===== src/rtl/timer_compare_irq_if.sv =====
// Avalon-MM slave register port for timer_compare_irq.
// The host drives the master side and the compare block drives readdata.
interface timer_compare_irq_if;
    logic [1:0]  address;
    logic        read;
    logic        write;
    logic [31:0] writedata;
    logic [31:0] readdata;

    modport master (
        output address,
        output read,
        output write,
        output writedata,
        input  readdata
    );

    modport slave (
        input  address,
        input  read,
        input  write,
        input  writedata,
        output readdata
    );
endinterface


===== src/rtl/timer_compare_irq.sv =====
// Compare/interrupt extension for an upstream timer: raises a sticky MATCH and a level irq
// when count_in hits COMPARE. Define TIMER_CMP_MATCH_CNT_EN to add the MATCH_COUNT register.
module timer_compare_irq (
    input  logic                  clk,
    input  logic                  reset,
    timer_compare_irq_if.slave    bus,
    input  logic [31:0]           count_in,
    input  logic                  count_en,
    output logic                  irq
);

    typedef enum logic [1:0] {
        IDLE  = 2'd0,
        ARMED = 2'd1,
        FIRED = 2'd2,
        HOLD  = 2'd3
    } state_t;

    localparam logic [1:0] ADDR_CTRL    = 2'd0;
    localparam logic [1:0] ADDR_COMPARE = 2'd1;
    localparam logic [1:0] ADDR_STATUS  = 2'd2;
    localparam logic [1:0] ADDR_COUNT   = 2'd3;

    state_t      state_q;
    logic [2:0]  ctrl_q;      // {CONTINUOUS, IRQ_EN, ENABLE}
    logic [2:0]  ctrl_d;
    logic [31:0] compare_q;
    logic [31:0] compare_d;
    logic        match_q;
    logic        match_d;
    logic        irq_q;
    logic        irq_d;

    logic        wr_ctrl;
    logic        wr_compare;
    logic        wr_status;
    logic        count_equal;
    logic        match_hit;

    assign wr_ctrl     = bus.write && (bus.address == ADDR_CTRL);
    assign wr_compare  = bus.write && (bus.address == ADDR_COMPARE);
    assign wr_status   = bus.write && (bus.address == ADDR_STATUS);

    // Evaluation uses only registered values, so a same-cycle write takes effect next edge.
    assign count_equal = count_en && (count_in == compare_q);
    assign match_hit   = (state_q == ARMED) && count_equal;

    // NOTE: every always_comb output gets a default first so no path can infer a latch.
    always_comb begin
        ctrl_d    = ctrl_q;
        compare_d = compare_q;
        match_d   = match_q;

        if (wr_ctrl) begin
            ctrl_d = bus.writedata[2:0];
        end
        if (wr_compare) begin
            compare_d = bus.writedata;
        end
        if (match_hit) begin
            match_d = 1'b1;
        end else if (wr_status && bus.writedata[0]) begin
            match_d = 1'b0;
        end

        irq_d = match_d & ctrl_d[1];
    end

    // NOTE: sequential state uses non-blocking assignments so all registers update together.
    always_ff @(posedge clk) begin
        if (!reset) begin
            state_q   <= IDLE;
            ctrl_q    <= '0;
            compare_q <= '0;
            match_q   <= 1'b0;
            irq_q     <= 1'b0;
        end else begin
            ctrl_q    <= ctrl_d;
            compare_q <= compare_d;
            match_q   <= match_d;
            irq_q     <= irq_d;

            if (!ctrl_q[0]) begin
                state_q <= IDLE;
            end else begin
                case (state_q)
                    IDLE:  state_q <= ARMED;
                    ARMED: begin
                        if (match_hit) begin
                            state_q <= ctrl_q[2] ? HOLD : FIRED;
                        end
                    end
                    FIRED: begin
                        if (wr_ctrl && bus.writedata[0]) begin
                            state_q <= ARMED;
                        end
                    end
                    HOLD: begin
                        // Wait for the value to move away so one stable value matches once.
                        if (!count_equal) begin
                            state_q <= ARMED;
                        end
                    end
                    default: state_q <= IDLE;
                endcase
            end
        end
    end

    assign irq = irq_q;

`ifdef TIMER_CMP_MATCH_CNT_EN
    logic [31:0] match_cnt_q;
    logic        wr_count;

    assign wr_count = bus.write && (bus.address == ADDR_COUNT);

    always_ff @(posedge clk) begin
        if (!reset) begin
            match_cnt_q <= '0;
        end else if (wr_count) begin
            match_cnt_q <= '0;
        end else if (match_hit && (match_cnt_q != 32'hFFFF_FFFF)) begin
            match_cnt_q <= match_cnt_q + 32'd1;
        end
    end
`endif

    always_comb begin
        bus.readdata = '0;
        if (bus.read) begin
            case (bus.address)
                ADDR_CTRL:    bus.readdata = {29'd0, ctrl_q};
                ADDR_COMPARE: bus.readdata = compare_q;
                ADDR_STATUS:  bus.readdata = {31'd0, match_q};
`ifdef TIMER_CMP_MATCH_CNT_EN
                ADDR_COUNT:   bus.readdata = match_cnt_q;
`else
                ADDR_COUNT:   bus.readdata = '0;
`endif
                default:      bus.readdata = '0;
            endcase
        end
    end

endmodule


===== src/flat_wrapper.sv =====
// flat-port wrapper written by rule: the top's interface ports become plain ports
module timer_compare_irq_flat 
  (clk, reset, count_in, count_en, irq, bus_address, bus_read, bus_write, bus_writedata, bus_readdata);
  timer_compare_irq_if bus_i ();
  input  logic clk;
  input  logic reset;
  input  logic [31:0] count_in;
  input  logic count_en;
  output logic irq;
  input wire logic [$bits(bus_i.address)-1:0] bus_address;
  input wire logic [$bits(bus_i.read)-1:0] bus_read;
  input wire logic [$bits(bus_i.write)-1:0] bus_write;
  input wire logic [$bits(bus_i.writedata)-1:0] bus_writedata;
  output wire logic [$bits(bus_i.readdata)-1:0] bus_readdata;
  assign bus_i.address = bus_address;
  assign bus_i.read = bus_read;
  assign bus_i.write = bus_write;
  assign bus_i.writedata = bus_writedata;
  assign bus_readdata = bus_i.readdata;
  timer_compare_irq u_core (.clk(clk), .reset(reset), .bus(bus_i), .count_in(count_in), .count_en(count_en), .irq(irq));
endmodule

===== config.mk =====
export PLATFORM = sky130hd
export DESIGN_NAME = timer_compare_irq_flat
export DESIGN_NICKNAME = d
export VERILOG_FILES = /design/src/rtl/timer_compare_irq_if.sv /design/src/rtl/timer_compare_irq.sv /design/src/flat_wrapper.sv
export SDC_FILE = /design/constraint.sdc
export NUM_CORES = 1
export LEC_CHECK = 0
export CAP_MARGIN = 15
export CELL_PAD_IN_SITES_DETAIL_PLACEMENT = 1
export CELL_PAD_IN_SITES_GLOBAL_PLACEMENT = 2
export CORE_ASPECT_RATIO = 0.5
export CORE_MARGIN = 2
export CORE_UTILIZATION = 23
export CTS_CLUSTER_SIZE = 28
export DETAILED_ROUTE_END_ITERATION = 10
export GPL_TIMING_DRIVEN = 1
export HOLD_SLACK_MARGIN = 0.02
export PLACE_DENSITY = 0.86
export SYNTH_ARGS = -nofsm -noshare
export SYNTH_HDL_FRONTEND = slang
export SYNTH_SLANG_ARGS = --single-unit

===== constraint.sdc =====
create_clock -name clk -period 4.29 [get_ports clk]
set_input_delay 0.858 -clock clk [delete_from_list [all_inputs] [get_ports clk]]
set_output_delay 0.858 -clock clk [all_outputs]
set_load 0.01 [all_outputs]

* Word level (Yosys, flattened, before mapping) *
Cells that the tools add are included.
W data, S select, Z words.

cells by class
  equal/unequal tests = 10
  multiplexer cells = 10
  bitwise operators = 1
  reductions and logical operators = 11

operators with widths
  operator              count
  $pmux W32 S4          1
  $eq A32 B32 Y1        1
  $mux W32              1
  $eq A2 B2 Y1 const B  4
  $mux W2               4
  $pmux W2 S4           1
  $logic_and A1 B1 Y1   7
  $eq A2 B1 Y1 const B  2
  $logic_not A2 Y1      2
  $ne A2 B1 Y1 const B  2
  $mux W1               3
  $reduce_and A3 Y1     1
  $ne A2 B2 Y1 const B  1
  $reduce_and A2 Y1     1
  $and A1 B1 Y1         1

word-level totals
  register bits after elaboration = 39
  input bits = 71
  output and inout bits = 33
  logic and storage cells = 38

* Depth between registers and ports, before layout *
Gate-level depths: netlist (run 1).

  word-level depth = 6
  gate-level depth with buffers = 7

* Worst setup path before layout (run 1) *
Ideal clock, no wire load.

  path type = input to output
  from = input bus_address[1]
  to = output bus_readdata[10]
  data arrival time = 1.710 ns
  data required time = 3.432 ns
  slack = 1.722 ns
  cell stages on the path = 4
  buffers on the path = 1
  path through = nand2b_1 -> nor2_1 -> clkbuf_1 -> and2_1

between the ends
  word-level cells in the longest chain between the ends = 3
  elaborated cells between the ends (all ways) = 6
  those cells by class = 3 x eq/ne; 2 x mux; 1 x reduce/logical

ends and longest elaborated chain
  what                                        line                      text
  start: declaration                          flat_wrapper.sv:10        input wire logic [$bits(bus_i.address)-1:0] bus_address;
  $eq A2 B2 Y1, or another cell as far along  timer_compare_irq.sv:132  case (bus.address)
  $pmux W32 S4 (*)                            timer_compare_irq.sv:132
  $mux W32 (*)                                timer_compare_irq.sv:131  if (bus.read) begin
  end: declaration                            flat_wrapper.sv:14        output wire logic [$bits(bus_i.readdata)-1:0] bus_readdata;

Every way passes the cells marked *; elsewhere a longest branch is shown, timed or not.

* Worst setup path after layout (run 1) *
  from = input bus_address[1]
  to = output bus_readdata[28]

The elaborated chain is that of the path after synthesis.

==> impl_metrics.toml, run 1 <==
[outcome]
outcome = "finished clean"

[floorplan]
coreArea_sq_um = 8738
start_util = 0.2371
io_pins = 104
rows = 24
die_x_microns = 138.2
dieArea_sq_um = 9830
dieHeight_microns = 71.12

[hold_path]
worstHoldStart = "u_core.compare_q[29]"
hold_path_class = "flip-flop to flip-flop"

[critical_path]
crit_top_cell = "clkdlybuf4s50_1"
cp-end-kind = "output port"
critPathMaxStageDelay_ns = 0.52
crit_chain = "clkdlybuf4s50_1 -> nand2b_1 -> nor2_1 -> buf_4 -> and2_2 -> clkdlybuf4s50_1"
r2r_start = "u_core.compare_q[2]"
path_class = "input port to output port"
path_buf_inv = 3
cp_max_fo = 28
crit_family = "buffers and inverters"
arrival_ns = 2.75
required_ns = 3.43
cp_slowest_cell = "clkdlybuf4s50_1"
startpoint = "bus_address[1]"
startpoint_type = "input port"

[clock_network]
clk_path_buf_depth = 2
clock-sinks = 39
clk_latency_ns = 0.28
cts_buffers = 5
cts_hold_buf = 0
cts_max_level = 2
root_buffer = "clkbuf_16"
cts_tree = "done"
path_clk_slew_ns = 0.05
cts_setup_buffers = 0
cts_resized = 0

[logic_synthesis]
synth_area_sq_um = 2072
synth_top_area_frac = 0.3768
synth-seq-cells = 39
yosysMostFrequentCell = "nand2_1"
synth_area_leaders = "dfxtp_1 (38%), nand2_1 (13%), xnor2_1 (12%)"
ys_top_cells_by_count = "nand2_1 (70), dfxtp_1 (39), and2_1 (29), xnor2_1 (28), a21boi_0 (18)"
syn_inst = 254
async_reset_ff_frac = 0
yosysUniqueCellTypes = 29
synth_fp_nets = 325
avgSynthCellArea_sq_um = 8.157
synth_top_area_cell = "dfxtp_1"
synth_seq_area_share = 0.3768
synth_warnings = 0
synth_edf_count = 0
synth-main-ff-cell = "dfxtp_1"

[routing]
vias_per_cell = 4.390
wl_per_cell_microns = 15.20
antenna_left = 0
num_vias = 2072
dr.pass1.iters = 4
drt_iter0_drc = 71
routed_wl_mm = 7.175
drc = 0

[global_routing]
grt_pass1_vias = 2248
grt_antenna_before_repair = 0
grt_use_total = 0.1453
grt_start_max_net_pins = 33
overflow = 0
grt_pass1_wl_mm = 11.39

[timing]
slew_headroom = 0.5181
period_minus_slack_ns = 3.606
slew_violations = 0
fmax_ghz = 0.2773
final.period_utilization = 0.8405
finalHoldViolCount = 0
rsz0062_at_grt = "false"
setup_total_negative_slack_ns = 0
setup_viol = 0
skew_ns = 0.002773
worst_pin_slew_ns = 0.7205

[finish]
nets = 426
antenna_cells = 0
final_core_util = 0.3870
layout-drive-gt1-share = 0.04225
area_growth_pct = 63.22

[run]
drv_cap = 0

[pwr]
leakagePower_nw = 1.139
power_density_nw_per_um2 = 263.5
max-vdd-ir-drop_mv = 0.1623

[placement]
port-buffer-count = 103
gp_congestion = 0.8138
hpwl_mm = 5.597
flip-flops by register name (all words and copies together) (netlist names):
register	cells
u_core.state_q	2
u_core.compare_q	32
u_core.irq	1
u_core.ctrl_q	3
u_core.match_q	1
metal layers:
metal,wire (microns),GRT usage
met5,0,0
met4,94,0.03855
met3,170,0.02708
met2,3647,0.2624
met1,3262,0.1809
worst paths after layout:
path,to,slack (ns),cells after the start
hold / removal,u_core.compare_q[29],0.47,2
setup reg to reg,u_core.state_q[0],2.37,5
setup / recovery,bus_readdata[28],0.68,6
hold reg to reg,u_core.compare_q[29],0.47,2
layout by cell type, fill, tap and decap left out:
cell / count
dfxtp_1: 39
a21boi_0: 18
nand2b_1: 2
a211o_1: 1
xnor2_1: 28
nor3b_2: 1
nor2_1: 4
inv_2: 1
mux2i_1: 5
nor3_1: 2
xor2_1: 3
nand3b_1: 1
nor4_1: 1
and2_1: 29
clkbuf_8: 1
inv_1: 1
clkbuf_16: 5
nand4b_1: 1
nor2b_1: 2
clkdlybuf4s50_1: 103
nand4_1: 7
nor4_2: 1
a21oi_1: 1
o2111a_1: 1
nand2_1: 70
clkinv_2: 1
o21ai_0: 2
and2_2: 1
buf_16: 1
nand3_1: 2
a21boi_1: 17
buf_4: 3
cell type report:
type                    instances  area (sq um)
multi-input cells             200          1222
inverters                       2         7.507
well taps                     117         146.4
clock buffers                   6         138.9
repair buffers                107          1081
clock inverters                 1         5.005
fillers                      1018          5356
flip-flops and latches         39         780.7
where the power goes:
part	internal, W	total (W)	switching (W)
logic	0.0000925	0.000145	0.0000526
registers	0.000373	0.000384	0.0000102
clock network	0.000227	0.000362	0.000136
through the flow:
step	setup WS, ns	instances	instance area (sq um)	power (W)	hold WS (ns)
detailed placement	0.6619	464	3211	0.0005359	0.4698
CTS	0.6598	471	3354	0.0009012	0.4778
finish	0.6843	472	3382	0.0008910	0.4742
floorplan	1.722	254	2072	0.0004447	0.4384
global placement	0.7359	464	3211	0.0005322	0.4598
global route	0.5864	472	3382	0.0009331	0.4935
cells by family (layout without fill, tap and decap cells):
kind of cell    count (synthesis)  in the layout  synth area share
simple gates                  124            124            0.2911
compound gates                 40             40            0.1437
flops                          39             39            0.3768
xor+xnor                       31             31            0.1310
buf+inv                        15            116           0.03320
mux                             5              5           0.02416
worst reg2reg max path: cells and delay by family, from the launching register on:
family,cells,cell delay (ns)
simple gates,3,0.98
compound gates,1,0.30
flops,1,0.39
xor+xnor,1,0.14
(Power assumes the default switching activity.)
==> run 2, diff against run 1 <==
--- a/config.mk
+++ b/config.mk
@@ -10,12 +10,12 @@
 export CELL_PAD_IN_SITES_GLOBAL_PLACEMENT = 2
 export CORE_ASPECT_RATIO = 0.5
 export CORE_MARGIN = 2
-export CORE_UTILIZATION = 23
+export CORE_UTILIZATION = 19
 export CTS_CLUSTER_SIZE = 28
 export DETAILED_ROUTE_END_ITERATION = 10
 export GPL_TIMING_DRIVEN = 1
 export HOLD_SLACK_MARGIN = 0.02
-export PLACE_DENSITY = 0.86
+export PLACE_DENSITY = 0.76
 export SYNTH_ARGS = -nofsm -noshare
 export SYNTH_HDL_FRONTEND = slang
 export SYNTH_SLANG_ARGS = --single-unit
==> constraint.sdc (replaced) <==
create_clock -name clk -period 3.22 [get_ports clk]
set_input_delay 0.644 -clock clk [delete_from_list [all_inputs] [get_ports clk]]
set_output_delay 0.644 -clock clk [all_outputs]
set_load 0.01 [all_outputs]
==> run 2 against run 1 <==
Net effect:
- critical path type unchanged
- global-route usage down 2.1 points
- hold slack worse by 0.0025 ns
- power up 44%
- clock power up 60%
- critical endpoint is now bus_readdata[5]
- non-clock buffer count up 3
- worst setup slack worse by 0.48 ns
- die area up 20%
- count of clock-buffer cells in the layout unchanged
- first-iteration DRC count down 23%
==> impl_metrics.toml, run 2 (synthesis gave the netlist of run 1 again) <==
[finish]
layout_common_cells = "clkdlybuf4s50_1 (103), nand2_1 (70), dfxtp_1 (39)"
layout-drive-gt1-share = 0.05292
reg_top3 = "u_core.compare_q: 32 flops, u_core.ctrl_q: 3 flops, u_core.state_q: 2 flops"
nets = 429
final_core_util = 0.3308
final_common_cell = "clkdlybuf4s50_1"
largest-register = "u_core.compare_q"
stdcell_area_sq_um = 3443
largest_register_ffs = 32
antenna_cells = 0
fillers = 1232
area_growth_pct = 66.18

[clock_network]
cts_tree = "done"
root_buffer = "clkbuf_16"
cts_max_level = 2
clk_latency_ns = 0.28
cts_buffers = 5
clk_path_buf_depth = 2
cts_setup_buffers = 0
clock-sinks = 39
cts_resized = 0
path_clk_slew_ns = 0.06
cts_hold_buf = 0

[routing]
vias_per_cell = 4.120
drc = 0
drt_iter0_drc = 55
routed_wl_mm = 7.212
antenna_left = 0
num_vias = 2056
dr.pass1.iters = 4
wl_per_cell_microns = 14.45

[critical_path]
required_ns = 2.58
cp_max_fo = 18
path_class = "input port to output port"
rrSetupSlack_ns = 1.39
arrival_ns = 2.37
cp-end-kind = "output port"
startpoint_type = "input port"

[pwr]
power_density_nw_per_um2 = 372.0
power.total_w = 0.001281
max-vdd-ir-drop_mv = 0.1747
leakagePower_nw = 1.159

[floorplan]
start_util = 0.1990
coreArea_sq_um = 10410
dieArea_sq_um = 11810
dieHeight_microns = 77.84
rows = 26
die_x_microns = 151.7
io_pins = 104

[global_routing]
grt_antenna_before_repair = 0
grt_pass1_wl_mm = 11.49
overflow = 0
grt_start_max_net_pins = 33
grt_pass1_vias = 2149
grt_use_total = 0.1243

[timing]
skew_ns = 0.005349
worst_pin_slew_ns = 0.5490
final.period_utilization = 0.9364
setup_ws_ns = 0.2049
setup_viol = 0
rsz0062_at_grt = "false"
fmax_ghz = 0.3317
slew_headroom = 0.6306
period_minus_slack_ns = 3.015
slew_violations = 0
setup_total_negative_slack_ns = 0
finalHoldViolCount = 0

[placement]
place_ws_ns = 0.1915
placedInstanceArea_sq_um = 3269
hpwl_mm = 5.720
port-buffer-count = 103
gp_congestion = 0.7942

[run]
drv_cap = 0

[hold_path]
hold_path_class = "flip-flop to flip-flop"

[outcome]
outcome = "finished clean"
-- run 2: cell types whose count changed in the layout (fill, tap and decap cells not counted), sizes merged --
cell | previous run | this run
buf | 4 | 7
bufinv | 0 | 1
-- run 2: layout make-up --
type / instances / area [sq um] / area share
inverter: 2 / 7.507 / 0.002180
clock buffer: 6 / 138.9 / 0.04033
multi-input combinational: 200 / 1222 / 0.3550
timing repair buffer: 110 / 1084 / 0.3147
tap: 140 / 175.2 / 0.05087
sequential: 39 / 780.7 / 0.2267
clock inverter: 2 / 35.03 / 0.01017
-- run 2: final timing paths --
| check | start | endpoint | cells after the start |
|---|---|---|---|
| min reg2reg | u_core.compare_q[29] | u_core.compare_q[29] | 2 |
| max | bus_address[1] | bus_readdata[5] | 6 |
| min | u_core.compare_q[29] | u_core.compare_q[29] | 2 |
| max reg2reg | u_core.compare_q[23] | u_core.state_q[0] | 5 |
-- run 2: per-layer routing --
metal | global-route usage | part of all wire | wire, microns | vias up
li1 | - | - | - | 1035
met1 | 0.1483 | 0.44 | 3188 | 990
met2 | 0.2324 | 0.52 | 3773 | 24
met3 | 0.02059 | 0.027 | 193 | 7
met4 | 0.02778 | 0.0079 | 57 | 0
met5 | 0 | 0 | 0 | -
-- run 2: per-stage QoR --
| stage | std cells | hold slack, ns |
|---|---|---|
| floorplan | 254 | 0.4384 |
| global placement | 491 | 0.4555 |
| detailed placement | 491 | 0.4681 |
| CTS | 499 | 0.4767 |
| global route | 499 | 0.5007 |
| finish | 499 | 0.4717 |
-- run 2: report_power, final --
part | switching, W | total (W) | internal [W]
logic | 0.0000688 | 0.000192 | 0.000123
registers | 0.0000136 | 0.000511 | 0.000497
clock network | 0.000193 | 0.000578 | 0.000385
total | 0.000275 | 0.00128 | 0.00101
-- run 2: critical path, stage by stage --
cell and delay, ns:
clkdlybuf4s50_1 0.42, nand2b_1 0.20, nor2_1 0.16, buf_4 0.24, and2_1 0.17, clkdlybuf4s50_1 0.53
